===== config.mk =====
export PLATFORM = sky130hd
export DESIGN_NAME = irq_controller
export DESIGN_NICKNAME = d
export VERILOG_FILES = /design/src/rtl/irq_controller.sv
export SDC_FILE = /design/constraint.sdc
export NUM_CORES = 1
export LEC_CHECK = 0
export ABC_AREA = 1
export CAP_MARGIN = 20
export CORE_ASPECT_RATIO = 0.75
export CORE_MARGIN = 1.5
export CORE_UTILIZATION = 43
export CTS_CLUSTER_DIAMETER = 150
export CTS_CLUSTER_SIZE = 12
export DETAILED_ROUTE_END_ITERATION = 6
export PLACE_DENSITY = 0.8
export SLEW_MARGIN = 20
export SYNTH_ARGS = -nofsm -noshare
export SYNTH_HDL_FRONTEND = slang
export SYNTH_SLANG_ARGS = --single-unit

===== constraint.sdc =====
create_clock -name clk -period 1.78 [get_ports clk]
set_input_delay 0.267 -clock clk [delete_from_list [all_inputs] [get_ports clk]]
set_output_delay 0.267 -clock clk [all_outputs]
set_load 0.01 [all_outputs]

===== src/rtl/irq_controller.sv =====
// Interrupt front-end for the multicycle MIPS core: N maskable edge/level channels
// with fixed lowest-index priority, plus an NMI that can pre-empt one maskable handler.
module irq_controller #(
  parameter int                 NUM_IRQ   = 8,
  parameter logic [NUM_IRQ-1:0] EDGE_MODE = {NUM_IRQ{1'b1}},
  parameter int                 ADDR_W    = 32,
  parameter logic [ADDR_W-1:0]  VEC_BASE  = 32'h0000_0100,
  parameter logic [ADDR_W-1:0]  NMI_VEC   = 32'h0000_0080
) (
  input  logic               clk,
  input  logic               reset,
  input  logic [NUM_IRQ-1:0] irq,
  input  logic               nmi,
  input  logic               en_we,
  input  logic [NUM_IRQ-1:0] en_wdata,
  input  logic               ina,
  input  logic               eoi,
  output logic               int_req,
  output logic               int_is_nmi,
  output logic [4:0]         int_id,
  output logic [ADDR_W-1:0]  int_vector,
  output logic               in_service,
  output logic [NUM_IRQ-1:0] pending
);

  typedef enum logic [2:0] {
    ST_IDLE,
    ST_REQ,
    ST_SERVICE,
    ST_NMI_REQ,
    ST_NMI_SERVICE
  } state_t;

  state_t              state_q, state_d;
  logic [NUM_IRQ-1:0]  irq_q, en_q, epend_q, epend_d;
  logic                nmi_q, nmi_pend_q, nmi_pend_d;
  logic                nested_q, nested_d;
  logic [4:0]          id_q, id_d;
  logic [ADDR_W-1:0]   vec_q, vec_d;

  logic [NUM_IRQ-1:0]  sel, id_onehot, ack_mask;
  logic                any_sel, cur_sel, ack_edge, ack_nmi;
  logic [4:0]          win_id;

  function automatic logic [4:0] lowest_idx(input logic [NUM_IRQ-1:0] v);
    logic [4:0] idx;
    idx = '0;
    for (int i = NUM_IRQ - 1; i >= 0; i--) begin
      if (v[i]) idx = 5'(i);
    end
    return idx;
  endfunction

  function automatic logic [ADDR_W-1:0] chan_vec(input logic [4:0] id);
    return VEC_BASE + (ADDR_W'(id) << 2);
  endfunction

  // Level channels follow the registered line; edge channels use the sticky latch.
  assign pending   = (epend_q & EDGE_MODE) | (irq_q & ~EDGE_MODE);
  assign sel       = pending & en_q;
  assign any_sel   = |sel;
  assign win_id    = lowest_idx(sel);
  assign id_onehot = NUM_IRQ'(1) << id_q;
  assign cur_sel   = |(sel & id_onehot);
  assign ack_mask  = ack_edge ? id_onehot : '0;

  assign epend_d    = (epend_q & ~ack_mask) | (irq & ~irq_q);
  assign nmi_pend_d = (nmi_pend_q & ~ack_nmi) | (nmi & ~nmi_q);

  always_comb begin
    state_d  = state_q;
    id_d     = id_q;
    vec_d    = vec_q;
    nested_d = nested_q;
    ack_edge = 1'b0;
    ack_nmi  = 1'b0;
    case (state_q)
      ST_IDLE: begin
        if (nmi_pend_q) begin
          state_d = ST_NMI_REQ;
        end else if (any_sel) begin
          state_d = ST_REQ;
          id_d    = win_id;
          vec_d   = chan_vec(win_id);
        end
      end
      ST_REQ: begin
        if (nmi_pend_q) begin
          state_d = ST_NMI_REQ;
        end else if (ina) begin
          state_d  = ST_SERVICE;
          ack_edge = 1'b1;
        end else if (!cur_sel) begin
          state_d = ST_IDLE;
        end
      end
      ST_SERVICE: begin
        // id_q/vec_q are left untouched during the NMI so they serve as the saved context.
        if (eoi) begin
          state_d = ST_IDLE;
        end else if (nmi_pend_q) begin
          state_d  = ST_NMI_REQ;
          nested_d = 1'b1;
        end
      end
      ST_NMI_REQ: begin
        if (ina) begin
          state_d = ST_NMI_SERVICE;
          ack_nmi = 1'b1;
        end
      end
      ST_NMI_SERVICE: begin
        if (eoi) begin
          state_d  = nested_q ? ST_SERVICE : ST_IDLE;
          nested_d = 1'b0;
        end
      end
      default: state_d = ST_IDLE;
    endcase
  end

  always_ff @(posedge clk) begin
    if (reset) begin
      state_q    <= ST_IDLE;
      irq_q      <= '0;
      nmi_q      <= 1'b0;
      en_q       <= '0;
      epend_q    <= '0;
      nmi_pend_q <= 1'b0;
      nested_q   <= 1'b0;
    end else begin
      state_q    <= state_d;
      irq_q      <= irq;
      nmi_q      <= nmi;
      en_q       <= en_we ? en_wdata : en_q;
      epend_q    <= epend_d;
      nmi_pend_q <= nmi_pend_d;
      nested_q   <= nested_d;
    end
  end

  always_ff @(posedge clk) begin
    id_q  <= id_d;
    vec_q <= vec_d;
  end

  assign int_req    = (state_q == ST_REQ) || (state_q == ST_NMI_REQ);
  assign int_is_nmi = (state_q == ST_NMI_REQ) || (state_q == ST_NMI_SERVICE);
  assign in_service = (state_q == ST_SERVICE) || (state_q == ST_NMI_SERVICE);
  assign int_id     = ((state_q == ST_REQ) || (state_q == ST_SERVICE)) ? id_q : '0;
  assign int_vector = int_is_nmi ? NMI_VEC :
                      ((state_q == ST_REQ) || (state_q == ST_SERVICE)) ? vec_q : '0;

endmodule


# Word level (Yosys, flattened, before mapping)
# Cells that the tools add are included.
[word_totals] reg_bits=67 output_inout_bits=48
[op_classes] n_addsub=1 n_eq_ne=11 shifts=1 mux=31 n_bitwise=13 n_reduce_logical=11
[ops] op="$mux 32" n=2
[ops] op="$mux 3" n=14
[ops] op="$and 8x8->8" n=4
[ops] op="$mux 5" n=4
[ops] op="$not 8->8" n=2
[ops] op="$reduce_or 8->1" n=2
[ops] op="$pmux 3 s5" n=1
[ops] op="$add 9x7->10 const A" n=1
[ops] op="$mux 8" n=1
[ops] op="$ne 2x2->1 const B" n=4
[ops] op="$or 8x8->8" n=1
[ops] op="$shl 1x5->8 const A" n=1
[ops] op="$mux 1" n=7
[ops] op="$eq 3x2->1 const B" n=2
[ops] op="$ne 3x3->1 const B" n=2
[ops] op="$reduce_and 5->1" n=1
[ops] op="$logic_or 1x1->1" n=4
[ops] op="$ne 4x4->1 const B" n=1
[ops] op="$reduce_and 4->1" n=1
[ops] op="$eq 3x1->1 const B" n=1
[ops] op="$eq 3x3->1 const B" n=1
[ops] op="$logic_not 3->1" n=1
[ops] op="$not 1->1" n=3
[ops] op="$reduce_and 3->1" n=1
[ops] op="other kinds (5)" n=6

# Longest topological paths before layout
[logic_depth] word_depth=10 ltp_mapped=11 ltp_nobuf=10

# Least setup slack after synthesis
# No wires, ideal clock.
[synth_path] path_kind="reg-to-output" from="reg state_q[1]" to="out int_id[0]" arrival_time_ns=1.018 path_slack_ns=0.495 path_stages_with_launch=7 n_path_buf=0 cell_sequence="dfxtp_1 inv_1 nor2_1 nand2_1 nand2_1 inv_1 nor2_1"
[synth_via] elab_chain_cells=3
[synth_rtl] element="start: declaration" line_no="34" source="state_t state_q, state_d;"
[synth_rtl] element="start signal: assignment" line_no="132" source="state_q <= state_d;"
[synth_rtl] element="$eq 3x1->1 / $eq 3x2->1 (equally long branches)" line_no="150" source="assign int_id = ((state_q == ST_REQ) || (state_q == ST_SERVICE)) ? id_q : '0;"
[synth_rtl] element="$logic_or 1x1->1 *" line_no="150"
[synth_rtl] element="$mux 5 *" line_no="150"
[synth_rtl] element="end: declaration" line_no="20" source="output logic [4:0] int_id,"
# Mark *: on every way between the ends. The rest lies on a longest branch, timed or not.

# Final worst setup path
[layout_path] from="reg state_q[1]" to="out int_vector[3]"
[layout_via] elab_chain_cells=4
[layout_rtl] element="$eq 3x1->1 / $eq 3x2->1 (equally long branches)" line_no="152" source="((state_q == ST_REQ) || (state_q == ST_SERVICE)) ? vec_q : '0;"
[layout_rtl] element="$logic_or 1x1->1" line_no="152"
[layout_rtl] element="$mux 32" line_no="152"
[layout_rtl] element="$mux 32 *" line_no="151" source="assign int_vector = int_is_nmi ? NMI_VEC :"
[layout_rtl] element="end: declaration" line_no="21" source="output logic [ADDR_W-1:0] int_vector,"
# Marks and branches as above.

==> results.py <==
metrics = {
    "run_status": {
        "status": "finished, final reports clean",
    },
    "sta": {
        "worst_hold_slack_ps": 489,
        "setup_slack_ps": 94.0,
        "final_max_slew_viol_count": 0,
        "period_share": 0.947,
        "fin_setup_tns_ps": 0,
        "layout_min_cycle_time_ps": 1690,
        "skew_ps": 6.57,
        "rsz0062_at_grt": "no",
        "fmax_mhz": 593,
        "finalSetupViolCount": 0,
        "hold_viol": 0,
    },
    "cells_and_area": {
        "fillCellCount": 353,
        "instances_no_fill": 355,
        "final_util": 0.578,
        "final_net_count": 325,
        "finalInstanceArea_mm2": 0.00218,
        "regArea_um2": 692,
        "diodes": 0,
        "syn2layout_area_growth_pct": 24.7,
        "drive_gt1_frac": 0.0924,
        "multiInputGateArea_um2": 807,
    },
    "logic_synthesis": {
        "yosysMostFrequentCell": "nor2_1",
        "syn_avg_cell_area_um2": 6.81,
        "netlist_top_cells_area": "dfxtp_1 (34%), nor2_1 (14%), buf_4 (13%)",
        "dominantRegCellSynth": "dfxtp_1",
        "seq_area_frac_synth": 0.395,
        "synthTopCellsByCount": "nor2_1 (65), nand2_1 (34), buf_4 (31), dfxtp_1 (30), inv_1 (28)",
        "synthCells": 257,
        "yosys_warnings": 0,
        "ys_ff_latch": 33,
        "async_flop_share": 0,
        "synth_top_area_cell": "dfxtp_1",
        "synth_edf_count": 3,
        "synth_top_area_frac": 0.343,
        "synthDistinctLibCells": 21,
        "synth.cell_area_mm2": 0.00175,
    },
    "place": {
        "placed_cells": 348,
        "dp_hpwl_um": 2870,
        "placed_area_mm2": 0.00211,
        "place_congestion": 0.916,
        "detailedPlace.worstSlack_ps": 58.8,
        "io_buffers": 40,
    },
    "grt": {
        "grt_antenna_before_repair": 0,
        "grt_pass1_vias": 1297,
        "overflow": 0,
        "grt_util_all_layers": 0.170,
        "grt_pass1_wl_um": 5930,
        "grt_max_degree": 20,
    },
    "clocking": {
        "cts_buffer_depth": 2,
        "cts-root-buf": "clkbuf_8",
        "clock_latency_ps": 280,
        "cts_tree": "built",
        "cts_hold_buf": 0,
        "cts_sinks": 33,
        "cts.clk_slew.worst_paths_ps": 60,
        "cts-htree-levels": 2,
        "numCtsBuffers": 5,
    },
    "floorplanning": {
        "coreArea_mm2": 0.00378,
        "die_height_um": 58.3,
        "io_pins": 70,
        "die-area_mm2": 0.00447,
        "rows": 19,
        "die_w_um": 76.7,
        "start_util": 0.463,
    },
    "worst_setup_path": {
        "cp_max_fo": 6,
        "crit_type": "reg -> out",
        "end_kind": "output pin",
        "startpoint_type": "register",
        "arrival_ps": 1420,
        "required_ps": 1510,
    },
    "power": {
        "p_total_mw": 2.25,
        "ir_drop_mv": 0.653,
        "power_density_mw_per_mm2": 1030,
        "p_leak_nw": 1.12,
    },
    "routing": {
        "drt_wl_total_um": 3640,
        "drt.antenna.violating_nets": 0,
        "drtIter0Drc": 130,
        "firstDrtPassIters": 4,
        "viasPerCell": 4.43,
        "drc": 0,
        "vias": 1571,
        "post_drt_wl_per_cell_um": 10.3,
    },
    "flow_run": {
        "drv_cap": 0,
    },
    "worst_hold_path": {
        "hold_class": "reg -> reg",
    },
}
## repair_timing
item / CTS / global route
endpoints found under the setup margin: 10 / 6
resized for setup: 11 / 11
pin swaps: 0 / 0
setup buffers: 0 / 0
cloned: 0 / 0
## final timing paths
kind | slack (ps) | depth (start not counted) | endpoint | startpoint
max | 90 | 7 | int_vector[3] | state_q[1]
min | 490 | 2 | nested_q | nested_q
max reg2reg | 310 | 8 | state_q[1] | id_q[1]
min reg2reg | 490 | 2 | nested_q | nested_q
## critical path, stage by stage (launching register included)
cell	delay (ps)
dfxtp_1	360
inv_1	100
nor2_1	130
nand2_1	80
nand2_1	100
inv_2	60
nor2_1	80
clkdlybuf4s15_1	240
## final cells by class
class	count	share of cell area
timing repair buffer	44	0.188
clock inverter	1	0.00287
tap	52	0.0298
inverter	32	0.0550
clock buffer	6	0.0378
sequential	33	0.317
multi-input combinational	187	0.370
## cells by family (layout without fill, tap and decap cells)
| group | after synthesis | in the layout | synth area share |
|---|---|---|---|
| DFF | 33 | 33 | 0.395 |
| and+or+nand+nor | 127 | 127 | 0.305 |
| AOI/OAI and AO/OA | 31 | 31 | 0.0922 |
| other | 1 | 29 | 0.00214 |
| buffers and inverters | 65 | 83 | 0.206 |
## per-layer routing
layer	global-route usage	wire [um]	up-vias
met4	0.0476	11	0
li1	-	-	837
met5	0	0	-
met1	0.249	1760	678
met2	0.239	1600	54
met3	0.0520	269	2
## where the power goes
| group | internal (mW) | switching [mW] |
|---|---|---|
| Combinational | 0.329 | 0.462 |
| Clock | 0.306 | 0.257 |
| Sequential | 0.832 | 0.0682 |
| Total | 1.47 | 0.787 |
## registers in the layout, indices dropped and copies added (netlist names)
| register | flops |
|---|---|
| state_q | 3 |
| nested_q | 1 |
| nmi_pend_q | 1 |
| pending | 8 |
| en_q | 8 |
| irq_q | 8 |
| nmi_q | 1 |
| id_q | 3 |
## cells in the final DEF (no fill, tap or decap)
| cell | Yosys | final |
|---|---|---|
| nor3_4 | 1 | 1 |
| dlygate4sd2_1 | 0 | 4 |
| nand3_1 | 17 | 17 |
| a221oi_1 | 1 | 1 |
| nor2_2 | 3 | 4 |
| dfxtp_2 | 0 | 1 |
| dfxtp_1 | 30 | 29 |
| clkdlybuf4s15_1 | 0 | 3 |
| o22ai_1 | 1 | 1 |
| nor2_1 | 65 | 64 |
| conb_1 | 1 | 29 |
| inv_4 | 0 | 1 |
| inv_1 | 28 | 27 |
| clkdlybuf4s50_1 | 0 | 30 |
| nor3_1 | 2 | 2 |
| nand2_1 | 34 | 34 |
| nand3b_1 | 1 | 1 |
| clkbuf_2 | 0 | 3 |
| buf_4 | 31 | 4 |
| a21oi_1 | 16 | 16 |
| a31oi_1 | 1 | 1 |
| inv_2 | 4 | 5 |
| nand4_1 | 1 | 1 |
| clkbuf_8 | 0 | 6 |
| o21ai_0 | 12 | 12 |
| nand2_2 | 3 | 3 |
| edfxtp_1 | 3 | 3 |
Note: power is estimated with default switching activity, not from simulation.
